[src/rtl/delay_sched_pkg.sv]
// Shared types and defaults for the delay scheduler.
// The optional abort path is enabled by defining DELAY_SCHED_ABORT_EN.
package delay_sched_pkg;

    localparam int CNT_W_DEF = 10;

    typedef enum logic [1:0] {
        IDLE = 2'd0,
        RUN  = 2'd1,
        DONE = 2'd2
    } state_t;

endpackage

[src/rtl/delay_sched_if.sv]
// Requester-side bundle of the delay scheduler; abort/aborted exist only
// when DELAY_SCHED_ABORT_EN is defined.
interface delay_sched_if #(
    parameter int CNT_W = delay_sched_pkg::CNT_W_DEF
);

    // Handshake: requester i raises req[i] (level) and holds it, with a stable
    // len, until it sees done[i] high for one cycle; gnt[i] marks ownership.
    logic [1:0]       req;
    logic [CNT_W-1:0] len0;
    logic [CNT_W-1:0] len1;
    logic [1:0]       gnt;
    logic [1:0]       done;
    logic             busy;
    logic             flag;
`ifdef DELAY_SCHED_ABORT_EN
    logic             abort;
    logic             aborted;

    modport master (output req, len0, len1, abort, input gnt, done, busy, flag, aborted);
    modport slave  (input req, len0, len1, abort, output gnt, done, busy, flag, aborted);
`else
    modport master (output req, len0, len1, input gnt, done, busy, flag);
    modport slave  (input req, len0, len1, output gnt, done, busy, flag);
`endif

endinterface

[src/rtl/rr_arb2.sv]
// Two-way round-robin pick: on contention the requester not served last wins.
module rr_arb2 (
    input  logic [1:0] req,
    input  logic       last,
    output logic [1:0] win
);

    always_comb begin
        win = req;
        if (req == 2'b11) begin
            win = last ? 2'b01 : 2'b10;
        end
    end

endmodule

[src/rtl/delay_sched.sv]
// Shared delay counter granted to one of two requesters, with a registered
// IDLE/RUN/DONE FSM. Define DELAY_SCHED_ABORT_EN to add the abort path.
module delay_sched
    import delay_sched_pkg::*;
#(
    parameter int CNT_W = CNT_W_DEF
) (
    input  logic         clk,
    input  logic         reset_n,
    delay_sched_if.slave bus,
    output state_t       dbg_state
);

    state_t           state_q, state_d;
    logic [CNT_W-1:0] cnt_q, cnt_d;
    logic [CNT_W-1:0] len_q, len_d;
    logic [1:0]       gnt_q, gnt_d;
    logic [1:0]       done_q, done_d;
    logic             busy_q, busy_d;
    logic             flag_q, flag_d;
    logic             last_q, last_d;
    logic [1:0]       win;
    logic             end_run;
`ifdef DELAY_SCHED_ABORT_EN
    logic             aborted_q, aborted_d;
`endif

    rr_arb2 u_arb (
        .req  (bus.req),
        .last (last_q),
        .win  (win)
    );

    always_comb begin
        end_run = (cnt_q == len_q);
`ifdef DELAY_SCHED_ABORT_EN
        end_run = end_run | bus.abort;
`endif
    end

    always_comb begin
        state_d = state_q;
        cnt_d   = cnt_q;
        len_d   = len_q;
        gnt_d   = gnt_q;
        done_d  = 2'b00;
        busy_d  = busy_q;
        flag_d  = flag_q;
        last_d  = last_q;
`ifdef DELAY_SCHED_ABORT_EN
        aborted_d = 1'b0;
`endif
        case (state_q)
            IDLE: begin
                if (|bus.req) begin
                    state_d = RUN;
                    gnt_d   = win;
                    len_d   = win[1] ? bus.len1 : bus.len0;
                    cnt_d   = '0;
                    busy_d  = 1'b1;
                end
            end
            RUN: begin
                // The counter holds on the terminal cycle so len = all-ones never wraps.
                if (end_run) begin
                    state_d = DONE;
                    done_d  = gnt_q;
                    flag_d  = ~flag_q;
                    last_d  = gnt_q[1];
`ifdef DELAY_SCHED_ABORT_EN
                    aborted_d = bus.abort;
`endif
                end else begin
                    cnt_d = cnt_q + {{(CNT_W-1){1'b0}}, 1'b1};
                end
            end
            DONE: begin
                state_d = IDLE;
                gnt_d   = 2'b00;
                busy_d  = 1'b0;
            end
            default: begin
                state_d = IDLE;
                gnt_d   = 2'b00;
                busy_d  = 1'b0;
            end
        endcase
    end

    always_ff @(posedge clk or negedge reset_n) begin
        if (!reset_n) begin
            state_q <= IDLE;
            cnt_q   <= '0;
            len_q   <= '0;
            gnt_q   <= 2'b00;
            done_q  <= 2'b00;
            busy_q  <= 1'b0;
            flag_q  <= 1'b1;
            last_q  <= 1'b1;
`ifdef DELAY_SCHED_ABORT_EN
            aborted_q <= 1'b0;
`endif
        end else begin
            state_q <= state_d;
            cnt_q   <= cnt_d;
            len_q   <= len_d;
            gnt_q   <= gnt_d;
            done_q  <= done_d;
            busy_q  <= busy_d;
            flag_q  <= flag_d;
            last_q  <= last_d;
`ifdef DELAY_SCHED_ABORT_EN
            aborted_q <= aborted_d;
`endif
        end
    end

    assign bus.gnt   = gnt_q;
    assign bus.done  = done_q;
    assign bus.busy  = busy_q;
    assign bus.flag  = flag_q;
    assign dbg_state = state_q;
`ifdef DELAY_SCHED_ABORT_EN
    assign bus.aborted = aborted_q;
`endif

endmodule

[src/flat_wrapper.sv]
// flat-port wrapper written by rule: the top's interface ports become plain ports
module delay_sched_flat import delay_sched_pkg::*;
#(
    parameter int CNT_W = CNT_W_DEF
)
  (clk, reset_n, dbg_state, bus_req, bus_len0, bus_len1, bus_gnt, bus_done, bus_busy, bus_flag);
  delay_sched_if #(.CNT_W(CNT_W)) bus_i ();
  input  logic clk;
  input  logic reset_n;
  output state_t dbg_state;
  input wire logic [$bits(bus_i.req)-1:0] bus_req;
  input wire logic [$bits(bus_i.len0)-1:0] bus_len0;
  input wire logic [$bits(bus_i.len1)-1:0] bus_len1;
  output wire logic [$bits(bus_i.gnt)-1:0] bus_gnt;
  output wire logic [$bits(bus_i.done)-1:0] bus_done;
  output wire logic [$bits(bus_i.busy)-1:0] bus_busy;
  output wire logic [$bits(bus_i.flag)-1:0] bus_flag;
  assign bus_i.req = bus_req;
  assign bus_i.len0 = bus_len0;
  assign bus_i.len1 = bus_len1;
  assign bus_gnt = bus_i.gnt;
  assign bus_done = bus_i.done;
  assign bus_busy = bus_i.busy;
  assign bus_flag = bus_i.flag;
  delay_sched #(.CNT_W(CNT_W)) u_core (.clk(clk), .reset_n(reset_n), .bus(bus_i), .dbg_state(dbg_state));
endmodule
[config.mk]
export PLATFORM = sky130hd
export DESIGN_NAME = delay_sched_flat
export DESIGN_NICKNAME = d
export VERILOG_FILES = /design/src/rtl/delay_sched_pkg.sv /design/src/rtl/delay_sched_if.sv /design/src/rtl/rr_arb2.sv /design/src/rtl/delay_sched.sv /design/src/flat_wrapper.sv
export SDC_FILE = /design/constraint.sdc
export NUM_CORES = 1
export LEC_CHECK = 0
export ABC_AREA = 1
export BUFFER_PORTS_ARGS = -buffer_cell sky130_fd_sc_hd__buf_2
export CAP_MARGIN = 5
export CORE_MARGIN = 2
export CORE_UTILIZATION = 50
export CTS_CLUSTER_DIAMETER = 120
export CTS_CLUSTER_SIZE = 14
export DETAILED_ROUTE_END_ITERATION = 16
export PLACE_DENSITY_LB_ADDON = 0.05
export SYNTH_ARGS = -nofsm -noshare
export SYNTH_HDL_FRONTEND = slang
export SYNTH_SLANG_ARGS = --single-unit
[constraint.sdc]
create_clock -name clk -period 3.1 [get_ports clk]
set_input_delay 0.62 -clock clk [delete_from_list [all_inputs] [get_ports clk]]
set_output_delay 0.62 -clock clk [all_outputs]
set_load 0.005 [all_outputs]
== Word level (Yosys, flattened, before mapping) ==
Cells that the tools add are included.
W data, S select, Z words.

* Register bits: 29
* Input bits: 24
* Output and inout bits: 8
* Word-level logic and storage cells: 40

* Add/sub/neg operators: 1
* Eq/ne operators: 6
* Mux-type cells: 15
* Bitwise gates (word level): 2
* Reduce and logical (&&, ||, !) cells: 8

{| class="wikitable"
|+ Operator list
! kind !! count
|-
| $mux W10 || 3
|-
| $pmux W10 S2 || 1
|-
| $mux W2 || 7
|-
| $add A10 B1 Y10 const B || 1
|-
| $eq A10 B10 Y1 || 1
|-
| $pmux W2 S2 || 2
|-
| $reduce_and A2 Y1 || 4
|-
| $ne A2 B1 Y1 const B || 2
|-
| $reduce_and A3 Y1 || 1
|-
| $eq A2 B1 Y1 const B || 1
|-
| $eq A2 B2 Y1 const B || 1
|-
| $logic_not A2 Y1 || 1
|-
| $ne A2 B2 Y1 const B || 1
|-
| $not A1 Y1 || 2
|-
| $pmux W1 S2 || 1
|-
| $reduce_bool A2 Y1 || 1
|-
| $reduce_or A2 Y1 || 1
|-
| $mux W1 || 1
|}

== Longest topological paths before layout ==
Gate-level depths: netlist of the first run.

* Word-level depth: 4
* Mapped depth: 9
* Mapped depth without buffers: 9

== By module ==
Synthesis of the first run repeated with hierarchy kept, for this count alone.

* Cells, all modules: 207
* Area total of the unflattened synthesis: 1,669.1 µm²

{| class="wikitable"
|+ Modules (own cells, without submodules)
! module !! times used !! cells each !! area an instance (µm²) !! seq. area each (µm²)
|-
| delay_sched || 1 || 202 || 1,647.8 || 728.2
|-
| rr_arb2 || 1 || 5 || 21.3 || 0.0
|}

== Least setup slack after synthesis of the first run ==
No wires, ideal clock.

* Path type: input port to flip-flop
* From: in bus_req[1]
* To: reg u_core.gnt_q[1], in the netlist u_core.bus.gnt[1]
* Setup time: 0.141 ns
* Data arrival time: 1.295 ns
* Required time: 2.959 ns
* Slack: 1.664 ns
* Cell stages on the path: 5
* Buffers on the path: 1
* Path through: o21ai_0 -> nor2_1 -> inv_1 -> buf_2 -> o22ai_1

* Cells in the longest elaborated chain, start to end: 4
* Elaborated cells between the ends (all ways): 7
* Classes of those cells: eq/ne (2); mux (3); reduce/logical (2)

{| class="wikitable"
|+ RTL lines
! what !! RTL line !! RTL
|-
| from (decl) || flat_wrapper.sv:11 || <nowiki>input wire logic [$bits(bus_i.req)-1:0] bus_req;</nowiki>
|-
| $eq A2 B2 Y1 || rr_arb2.sv:10 || <nowiki>if (req == 2'b11) begin</nowiki>
|-
| $mux W2 || rr_arb2.sv:10 ||
|-
| $mux W2 || delay_sched.sv:55 || <nowiki>if (|bus.req) begin</nowiki>
|-
| $pmux W2 S2 || delay_sched.sv:53 || <nowiki>case (state_q)</nowiki>
|-
| to (signal assigned) || delay_sched.sv:107 || <nowiki>gnt_q <= gnt_d;</nowiki>
|-
| to (decl) || delay_sched.sv:17 || <nowiki>logic [1:0] gnt_q, gnt_d;</nowiki>
|}

Several ways; a longest one is shown, not always the timed one. The select of a mux whose other input is x is not followed.
A chain may end at the register's enable or synchronous reset.

== Worst setup path after layout of the first run ==
* From: reg u_core.state_q[0], in the netlist u_core.dbg_state[0]
* To: reg u_core.cnt_q[5]

* Cells in the longest elaborated chain, start to end: 3
* Elaborated cells between the ends (all ways): 7
* Classes of those cells: eq/ne (3); mux (1); reduce/logical (3)

{| class="wikitable"
|+ RTL lines
! what !! RTL line !! RTL
|-
| from (decl) || delay_sched.sv:14 || <nowiki>state_t state_q, state_d;</nowiki>
|-
| from (signal assigned) || delay_sched.sv:104 || <nowiki>state_q <= state_d;</nowiki>
|-
| $eq A2 B1 Y1 / $logic_not A2 Y1 (equally long branches) || delay_sched.sv:53 ||
|-
| $ne A2 B2 Y1 (no line), or another cell as far along || n/a ||
|-
| $reduce_and A3 Y1 (no line) || n/a ||
|-
| to (signal assigned) || delay_sched.sv:105 || <nowiki>cnt_q <= cnt_d;</nowiki>
|-
| to (decl) || delay_sched.sv:15 || <nowiki>logic [CNT_W-1:0] cnt_q, cnt_d;</nowiki>
|}

Several ways; a longest one is shown, not always the timed one.

==> results of run 1 <==
state kept, by name, summed over array words and instances (netlist names):
register,count
u_core.bus.busy,1
u_core.bus.done,2
u_core.bus.flag,1
u_core.bus.gnt,2
u_core.cnt_q,10
u_core.dbg_state,2
u_core.last_q,1
u_core.len_q,10
synth_stat cells:
| cell | n | area [sq um] |
|---|---|---|
| buf_6 | 1 | 11.3 |
| nand3_1 | 17 | 85.1 |
| inv_2 | 1 | 3.75 |
| o21a_1 | 1 | 7.51 |
| o21ai_0 | 13 | 65.1 |
| o21bai_1 | 1 | 7.51 |
| nand3_4 | 1 | 17.5 |
| nor3_4 | 1 | 16.3 |
| ha_1 | 1 | 12.5 |
| clkbuf_1 | 2 | 7.51 |
| inv_1 | 28 | 105 |
| o21bai_4 | 1 | 18.8 |
| a21oi_1 | 2 | 10.0 |
| nand3b_1 | 2 | 15.0 |
| buf_2 | 2 | 10.0 |
| dfstp_2 | 2 | 52.6 |
| xnor2_1 | 1 | 8.76 |
| dfrtp_1 | 27 | 676 |
| nor2_2 | 1 | 6.26 |
| nor3_1 | 1 | 5.00 |
| nand2_1 | 54 | 203 |
| nand3_2 | 1 | 10.0 |
| nand2_2 | 1 | 6.26 |
| nand4_1 | 3 | 18.8 |
| nor2_1 | 22 | 82.6 |
| o21ai_1 | 1 | 5.00 |
| xor2_1 | 6 | 52.6 |
| o22ai_1 | 10 | 62.6 |
logic make-up after synthesis:
kind of cell	Yosys count	share of synthesized area
AND/OR/NAND/NOR	104	0.294
XOR/XNOR	7	0.0388
buffers and inverters	34	0.0870
adder cells (fa/ha/maj)	1	0.00791
flip-flops	29	0.460
AO/OA/AOI/OAI	29	0.112
cell usage in the layout, fill, tap and decap left out:
| cell type | n |
|---|---|
| nor2_2 | 1 |
| xnor2_1 | 1 |
| bufinv_16 | 1 |
| o21a_1 | 1 |
| inv_1 | 28 |
| o22ai_1 | 10 |
| dfrtp_1 | 27 |
| clkinvlp_4 | 1 |
| nand3_1 | 17 |
| clkinv_4 | 1 |
| o21bai_1 | 1 |
| nand2_1 | 54 |
| inv_2 | 1 |
| nand3_2 | 1 |
| nand2_2 | 1 |
| o21ai_1 | 1 |
| o21ai_0 | 13 |
| buf_2 | 31 |
| a21oi_1 | 2 |
| nor2_1 | 22 |
| dfstp_2 | 2 |
| nor3_4 | 1 |
| o21bai_4 | 1 |
| xor2_1 | 6 |
| nor3_1 | 1 |
| nand3_4 | 1 |
| nand4_1 | 3 |
| clkbuf_4 | 5 |
| ha_1 | 1 |
| nand3b_1 | 2 |
per-stage QoR:
step | hold slack [ps] | power (mW) | instance area [sq um] | setup WS, ps
after floorplan | 324 | 0.392 | 1580 | 1660
final | 288 | 0.721 | 1850 | 704
after CTS | 295 | 0.729 | 1850 | 691
after detailed placement | 478 | 0.415 | 1760 | 497
after global placement | 462 | 0.414 | 1760 | 603
after global routing | 323 | 0.752 | 1850 | 371
metal layers:
| metal | part of all wire | GRT usage | vias up | wire length [um] |
|---|---|---|---|---|
| met3 | 0.048 | 0.0584 | 5 | 163 |
| met1 | 0.48 | 0.293 | 642 | 1630 |
| met2 | 0.45 | 0.346 | 38 | 1530 |
| met4 | 0.014 | 0.0921 | 0 | 46 |
| met5 | 0 | 0 | - | 0 |
| li1 | - | - | 721 | - |
final cells by class:
cell class	instances	area, sq um	area share
multi-input combinational	141	716	0.388
tap	44	55.1	0.0298
clock buffer	5	37.5	0.0203
sequential	29	728	0.394
timing repair buffer	31	155	0.0840
inverter	29	109	0.0589
clock inverter	3	46.3	0.0251
critical path, cell delays in order (launching register included):
cell	delay, ps
dfrtp_1	410
inv_1	100
o21ai_0	140
nor2_1	800
inv_1	460
nand2_1	260
nand2_1	90
nand2_1	70
worst max-delay path by stage:
stage | endpoint | depth (start not counted)
after floorplan | u_core.bus.gnt[1] | 5
after global placement | u_core.cnt_q[7] | 7
after detailed placement | u_core.cnt_q[5] | 7
after CTS | u_core.cnt_q[5] | 7
after global routing | u_core.cnt_q[7] | 7
final | u_core.cnt_q[5] | 7
power groups by stage:
stage | clock network (mW) | registers (mW) | logic, mW
2_1_floorplan | 0 | 0.386 | 0.00661
3_3_place_gp | 0 | 0.385 | 0.0287
3_5_place_dp | 0 | 0.385 | 0.0297
4_1_cts | 0.321 | 0.378 | 0.0297
5_1_grt | 0.340 | 0.378 | 0.0338
6_report | 0.314 | 0.378 | 0.0288
==> results by group, run 1 <==
GRT
  – First-pass GRT wire length: ~5900 um
  – Largest net degree at the start of global routing: 30
  – Initial antenna violation count: 0
  – Gr usage total: 0.223
  – Vias in the first global route: ~1400
  – GRT Residual Overflow: 0

Logic synthesis
  – Sequential area share after synthesis: 0.460
  – Syn Area/Cell: 7.75 sq um
  – Synth Register Bits: 29
  – Synthesized area: 0.00158 sq mm
  – Unique masters post-synth: 28
  – Syn_nets: 229
  – Mapped Cells: 204
  – Ys Warns: 0

STA
  – Final Slew Violations: 0
  – Worst slew pin tran: ~1000 ps
  – Setup_tns: 0 ps
  – Max_slew headroom: 0.312
  – Setup violations, final: 0
  – Final period utilization: 0.773
  – RSZ-0062 raised after global routing: no
  – Final Critical Period: roughly 2400 ps
  – Setup Skew: between 10 and 15 ps
  – Final Hold Viols: 0
  – Achievable Freq: 417 MHz

Critical path
  – Reg-to-Reg End: u_core.cnt_q[5]
  – Reg2Reg Launch Point: u_core.dbg_state[0]
  – Reg2reg setup slack: a little over 700 ps
  – Largest fanout on the critical path: 21
  – CP startpoint kind: register
  – CP Capture Type: register
  – Worst setup path startpoint: u_core.dbg_state[0]
  – R2R cell count: 7
  – Required time of the critical path: 3370 ps
  – Critical path type: reg2reg
  – CP arrival: between 2000 and 3000 ps

Finish
  – Synthesis-to-finish area growth: 16.8%
  – Layout cells sized above 1: 0.202
  – Filler cells: 293
  – Nets@finish: about 260
  – Diodes inserted: 0
  – Finished Layout Cells: approximately 280
  – Post-layout util: 0.610

Pwr
  – Sw Share: 0.222
  – Peak VDD IR: approximately 0.35 mV
  – Clock Power Share: 0.436
  – Power density cells: approximately 390 mW/mm^2
  – LEAKAGE: slightly below 1 nW
  – Psw: roughly 0.16 mW
  – Flop pwr share: 0.524
  – Gate power share: 0.040
  – P_int: between 0.5 and 0.6 mW

Floorplanning
  – Die Wd: approximately 60 um
  – Io pins: 32
  – Core area: around 0.0030 sq mm
  – Die Y: between 60 and 70 um
  – Full die area: ~0.0036 sq mm
  – Initial Util: 0.522
  – Rows: 20

Run
  – MaxCap Viol Count: 0

CTS
  – Clk_lat worst skew: between 300 and 400 ps
  – Post-CTS Resized: 0
  – Htree depth: 2
  – Max clock buf depth: 2
  – Setup bufs post-CTS: 0
  – Cts hold-fix bufs: 0
  – Clock Sinks: 29
  – TritonCTS clock tree: yes
  – Root buffer cell: clkbuf_4
  – Clock transition at path regs: about 110 ps
  – CTS buffer count: 5

Drt
  – Routed WL per cell: 11.9 um
  – Detail Route Antenna Nets: 0
  – Final WL: around 3400 um
  – Vias/cell: about 5.0
  – DRC Markers: 0
  – Starting DRT DRC Count: 94
  – DRT Pass-1 Iters: 4
  – Routed via count: between 1000 and 1500

Place
  – Buffers on Ports: 31
  – Cells after DPL: about 270
  – Placer Congestion: 0.791
  – Dpl hpwl: between 2000 and 3000 um

Run status
  – Status: complete, no violations

Hold path
  – Hold WC Path Type: in2async
(Power assumes the default switching activity.)
==> run 2: changes to the inputs <==
- CORE_UTILIZATION: 50 -> 49
- clock period: 3.1 -> 2.2 ns (I/O delays scaled with it)
==> results by group, run 2 (synthesized netlist as in run 1, its figures left out) <==
Finish
  – Register area: between 700 and 800 sq um
  – Layout cells sized above 1: 0.204
  – Commonest non-fill, non-tap cells in the layout: nand2_1 (54), buf_2 (31), inv_1 (28), dfrtp_1 (27), nor2_1 (22)
  – Most common cell after layout, fill and taps aside: nand2_1
  – Largest regs: u_core.cnt_q (10), u_core.len_q (10)
  – Synthesis-to-finish area growth: 17.8%
  – Diodes inserted: 0
  – Post-layout util: 0.610
  – Nets@finish: ~260
  – Filler cells: between 200 and 300
  – Multi-input logic area: between 700 and 800 sq um

CTS
  – Post-CTS Resized: 0
  – TritonCTS clock tree: yes
  – Cts hold-fix bufs: 0
  – Max clock buf depth: 2
  – Clk_lat worst skew: 330 ps
  – Htree depth: 2
  – Setup bufs post-CTS: 0
  – Clock Sinks: 29
  – Clock transition at path regs: ~100 ps
  – CTS buffer count: 5
  – Root buffer cell: clkbuf_4

Pwr
  – Peak VDD IR: between 0.3 and 0.4 mV
  – Total power draw: around 1.0 mW
  – LEAKAGE: between 1 and 1.5 nW
  – Clock Power Share: 0.445
  – Sw Share: 0.204
  – Gate power share: 0.039
  – Power density cells: approximately 550 mW/mm^2
  – Psw: between 0.2 and 0.25 mW
  – Flop pwr share: 0.516
  – P_int: 0.821 mW

Critical path
  – Largest fanout on the critical path: 13
  – CP startpoint kind: register
  – Most common cell on crit path: nand2_1
  – CP Capture Type: register
  – Worst stage delay on the critical path: 540 ps
  – CP max stage cell: dfstp_2
  – Required time of the critical path: about 2400 ps
  – R2R cell count: 5
  – Critical path type: reg2reg
  – Reg-to-Reg End: u_core.len_q[8]
  – Reg2Reg Launch Point: u_core.last_q
  – Worst-path cell chain: nand2_1 > nand2_1 > inv_1 > o21ai_0 > o22ai_1
  – Reg2reg setup slack: approximately 600 ps
  – CP arrival: 1820 ps

Hold path
  – Hold WC Path Type: in2async

STA
  – Final Critical Period: approximately 1600 ps
  – Final period utilization: 0.734
  – Achievable Freq: 619 MHz
  – Setup_tns: 0 ps
  – Setup WS post-layout: 585 ps
  – Setup violations, final: 0
  – Worst slew pin tran: roughly 630 ps
  – Final Slew Violations: 0
  – RSZ-0062 raised after global routing: no
  – Final Hold Viols: 0
  – Max_slew headroom: 0.581
  – Setup Skew: between 15 and 20 ps

Place
  – Dpl hpwl: 2590 um
  – Buffers on Ports: 31
  – DP Worst Slack: 548 ps
  – Placer Congestion: around 0.8

GRT
  – Initial antenna violation count: 0
  – Gr usage total: 0.220
  – Vias in the first global route: between 1000 and 1500
  – Largest net degree at the start of global routing: 30
  – First-pass GRT wire length: ~6000 um
  – GRT Residual Overflow: 0

Run status
  – Status: complete, no violations

Floorplanning
  – Full die area: approximately 0.0037 sq mm
  – Rows: 20
  – Die Y: between 60 and 70 um
  – Core area: around 0.0031 sq mm
  – Initial Util: 0.518
  – Io pins: 32
  – Die Wd: 60.8 um

Drt
  – Final WL: about 3400 um
  – Detail Route Antenna Nets: 0
  – Routed WL per cell: about 12 um
  – DRC Markers: 0
  – Routed via count: roughly 1400
  – DRT Pass-1 Iters: 5
  – Vias/cell: between 5 and 6
  – Starting DRT DRC Count: between 80 and 90

Run
  – MaxCap Viol Count: 0
-- run 2: final cells by class --
type,count,area share
clock buffers,7,0.0295
clock inverters,1,0.0161
inverters,29,0.0584
multi-input cells,141,0.384
flip-flops and latches,29,0.391
well taps,44,0.0295
repair buffers,33,0.0913
-- run 2: worst max-delay path, delay by kind of cell, from the launching register on --
family	cells	cell delay, ps
AO/OA/AOI/OAI	2	340
buffers and inverters	1	260
flip-flops	1	540
AND/OR/NAND/NOR	2	360
-- run 2: worst max path at each step --
stage | startpoint | end | slack (ps) | cells past startpoint
6_report | u_core.last_q | u_core.len_q[8] | 580 | 5
5_1_grt | u_core.cnt_q[4] | u_core.cnt_q[5] | 410 | 9
4_1_cts | u_core.last_q | u_core.len_q[8] | 600 | 5
3_5_place_dp | bus_req[1] | u_core.cnt_q[5] | 550 | 7
3_3_place_gp | bus_req[1] | u_core.cnt_q[6] | 580 | 7
2_1_floorplan | u_core.dbg_state[1] | u_core.cnt_q[9] | 830 | 6
-- run 2: per-stage QoR --
step           hold slack (ps)  cells  area [sq um]
6_report                   113    284          1860
5_1_grt                    150    284          1860
4_1_cts                    136    284          1860
3_5_place_dp               470    276          1780
3_3_place_gp               469    276          1780
2_1_floorplan              144    204          1580
-- run 2: power by group through the flow --
| stage | Clock [mW] | Combinational [mW] | Sequential [mW] |
|---|---|---|---|
| 2_1_floorplan | 0 | 0.00932 | 0.543 |
| 3_3_place_gp | 0 | 0.0403 | 0.543 |
| 3_5_place_dp | 0 | 0.0413 | 0.543 |
| 4_1_cts | 0.460 | 0.0414 | 0.533 |
| 5_1_grt | 0.494 | 0.0462 | 0.533 |
| 6_report | 0.459 | 0.0405 | 0.533 |
-- run 2: routing by layer --
layer | global-route usage | up-vias | share of wire
met4 | 0.0652 | 0 | 0.011
met2 | 0.332 | 46 | 0.45
met3 | 0.0640 | 4 | 0.062
met1 | 0.308 | 667 | 0.48
li1 | - | 721 | -
met5 | 0 | - | 0
==> run 3: changes to the inputs <==
- ABC_AREA: 1 -> 0
- CORE_UTILIZATION: 49 -> 50
- clock period: 2.2 -> 1.5 ns (I/O delays scaled with it)
==> results by group, run 3 <==
GRT
  – Largest net degree at the start of global routing: 30
  – Vias in the first global route: around 1200
  – GRT Residual Overflow: 0
  – Initial antenna violation count: 0
  – Gr usage total: 0.217
  – First-pass GRT wire length: about 5500 um

Floorplanning
  – Full die area: 0.00346 sq mm
  – Core area: 0.00281 sq mm
  – Io pins: 32
  – Initial Util: 0.536
  – Die Wd: around 59 um
  – Die Y: around 59 um
  – Rows: 19

CTS
  – Root buffer cell: clkbuf_4
  – Max clock buf depth: 2
  – Htree depth: 2
  – CTS buffer count: 5
  – Clock transition at path regs: 100 ps
  – Clock Sinks: 29
  – Clk_lat worst skew: 330 ps
  – TritonCTS clock tree: yes

STA
  – Setup WS post-layout: -282 ps
  – Hold Slack: approximately 250 ps
  – Worst slew pin tran: 627 ps
  – Setup Skew: roughly 9.4 ps
  – Final Slew Violations: 0
  – RSZ-0062 raised after global routing: yes
  – Max_slew headroom: 0.582
  – Final Hold Viols: 0
  – Final period utilization: 1.19
  – Achievable Freq: around 560 MHz
  – Final Critical Period: 1780 ps
  – Setup violations, final: 16

Pwr
  – Total power draw: between 3 and 4 mW
  – Power density cells: 1790 mW/mm^2
  – Psw: about 1.3 mW
  – Clock Power Share: 0.188
  – Sw Share: 0.354
  – Flop pwr share: 0.371
  – LEAKAGE: between 1 and 1.5 nW
  – Peak VDD IR: 1.05 mV
  – Gate power share: 0.441
  – P_int: roughly 2.3 mW

Logic synthesis
  – Ys async rst share: 1.00
  – Sequential area share after synthesis: 0.485
  – Mapped Cells: about 140
  – Ys Warns: 0
  – Synth Register Bits: 29
  – Most frequent cell after synthesis: dfrtp_1
  – EDFF count, synth: 0
  – Yosys top cell area share: 0.450
  – Synth cell count leaders: dfrtp_1 (27), nand2_1 (17), o21ai_0 (13)
  – Syn Area/Cell: roughly 11 sq um
  – Main flop type after synthesis: dfrtp_1
  – Synthesized area: ~0.0015 sq mm
  – Syn_nets: about 170
  – Cell taking the most area after synthesis: dfrtp_1
  – Unique masters post-synth: 35
  – Leading post-synthesis cells by cell area: dfrtp_1 (45%), mux2i_1 (8.0%), xor2_1 (6.4%)

Run status
  – Failing checks: design-rule violations, negative setup slack
  – Status: complete, but fails checks

Critical path
  – Required time of the critical path: 1760 ps
  – CP Capture Type: register
  – CP startpoint kind: register
  – Largest fanout on the critical path: 4
  – CP arrival: just over 2000 ps
  – Critical path type: reg2reg

Drt
  – Detail Route Antenna Nets: 0
  – Routed via count: 1205
  – Final WL: around 3200 um
  – Vias/cell: around 5.2
  – DRT Pass-1 Iters: 10
  – Routed WL per cell: roughly 14 um
  – Starting DRT DRC Count: 31
  – DRC Markers: 1

Place
  – Placement-stage cell area: 0.00184 sq mm
  – Placer Congestion: around 0.8
  – Buffers on Ports: 31
  – Dpl hpwl: roughly 2400 um

Finish
  – Layout cells sized above 1: 0.426
  – Register area: approximately 730 sq um
  – Most common cell after layout, fill and taps aside: buf_2
  – Synthesis-to-finish area growth: 33.9%
  – Diodes inserted: 0
  – Multi-input logic area: 792 sq um
  – Nets@finish: 226
  – Largest regs: u_core.cnt_q (10), u_core.len_q (10)
  – Post-layout util: 0.717
  – Finished Cell Area: roughly 0.0020 sq mm
  – Filler cells: between 200 and 250
  – Commonest non-fill, non-tap cells in the layout: buf_2 (31), dfrtp_1 (27), buf_4 (21), nand2_1 (17), o21ai_0 (13)

Hold path
  – Hold WC Path Type: in2reg

Run
  – MaxCap Viol Count: 0
## run 3: area by class of cell
cell class,count,area share
Clock buffer,7,0.0274
Clock inverter,1,0.0149
Inverter,3,0.00560
Multi-Input combinational cell,106,0.394
Sequential cell,29,0.362
Tap cell,31,0.0193
Timing Repair Buffer,56,0.177
## run 3: what timing repair did
item	CTS	global route
endpoints found under the hold margin	9	0
pin swaps	5	7
hold buffers	1	0
setup endpoints to repair	16	22
buffers inserted	2	2
gates resized for setup	5	6
## run 3: worst paths after layout
check,cells after the start,slack [ps],end,startpoint
min reg2reg,2,510,u_core.bus.busy,u_core.bus.busy
max in group asynchronous,2,570,u_core.len_q[1],reset_n
min in group asynchronous,2,510,u_core.len_q[2],reset_n
max,5,-280,u_core.last_q,u_core.cnt_q[1]
max reg2reg,5,-280,u_core.last_q,u_core.cnt_q[1]
min,3,250,u_core.len_q[6],bus_len0[6]
## run 3: power by group through the flow
| stage | sequential [mW] | clock [mW] | combinational [mW] |
|---|---|---|---|
| finish | 1.34 | 0.678 | 1.59 |
| global route | 1.38 | 0.728 | 1.75 |
| global placement | 1.34 | 0 | 1.35 |
| detailed placement | 1.35 | 0 | 1.39 |
| floorplan | 1.35 | 0 | 0.882 |
| CTS | 1.34 | 0.687 | 1.48 |
## run 3: logic make-up (layout without fill, tap and decap cells)
kind of cell | after synthesis | in the layout | synth area share
flops | 29 | 29 | 0.485
xor+xnor | 11 | 11 | 0.0641
mux | 17 | 17 | 0.127
simple gates | 54 | 54 | 0.188
fa+ha+maj | 1 | 1 | 0.00833
compound gates | 23 | 23 | 0.102
buf+inv | 8 | 67 | 0.0258
## run 3: per-stage QoR
stage,TNS (ps),setup WS (ps),instances
4_1_cts,-3430,-284,232
3_3_place_gp,-2470,-239,221
6_report,-3190,-282,233
3_5_place_dp,-3190,-291,221
5_1_grt,-4630,-367,233
2_1_floorplan,-861,-176,143
## run 3: critical path, cell delays in order (launching register included)
cell and delay (ps):
dfrtp_1 440, xor2_2 170, nor4_4 350, nand3_1 240, nor2_2 170, mux2_2 340
## run 3: metal layers
metal	global-route usage	routed length [um]	vias to the layer above	part of all wire
li1	-	-	611	-
met1	0.277	1480	556	0.46
met2	0.341	1550	33	0.48
met3	0.0791	170	5	0.052
met4	0.0747	42	0	0.013
met5	0	0	-	0
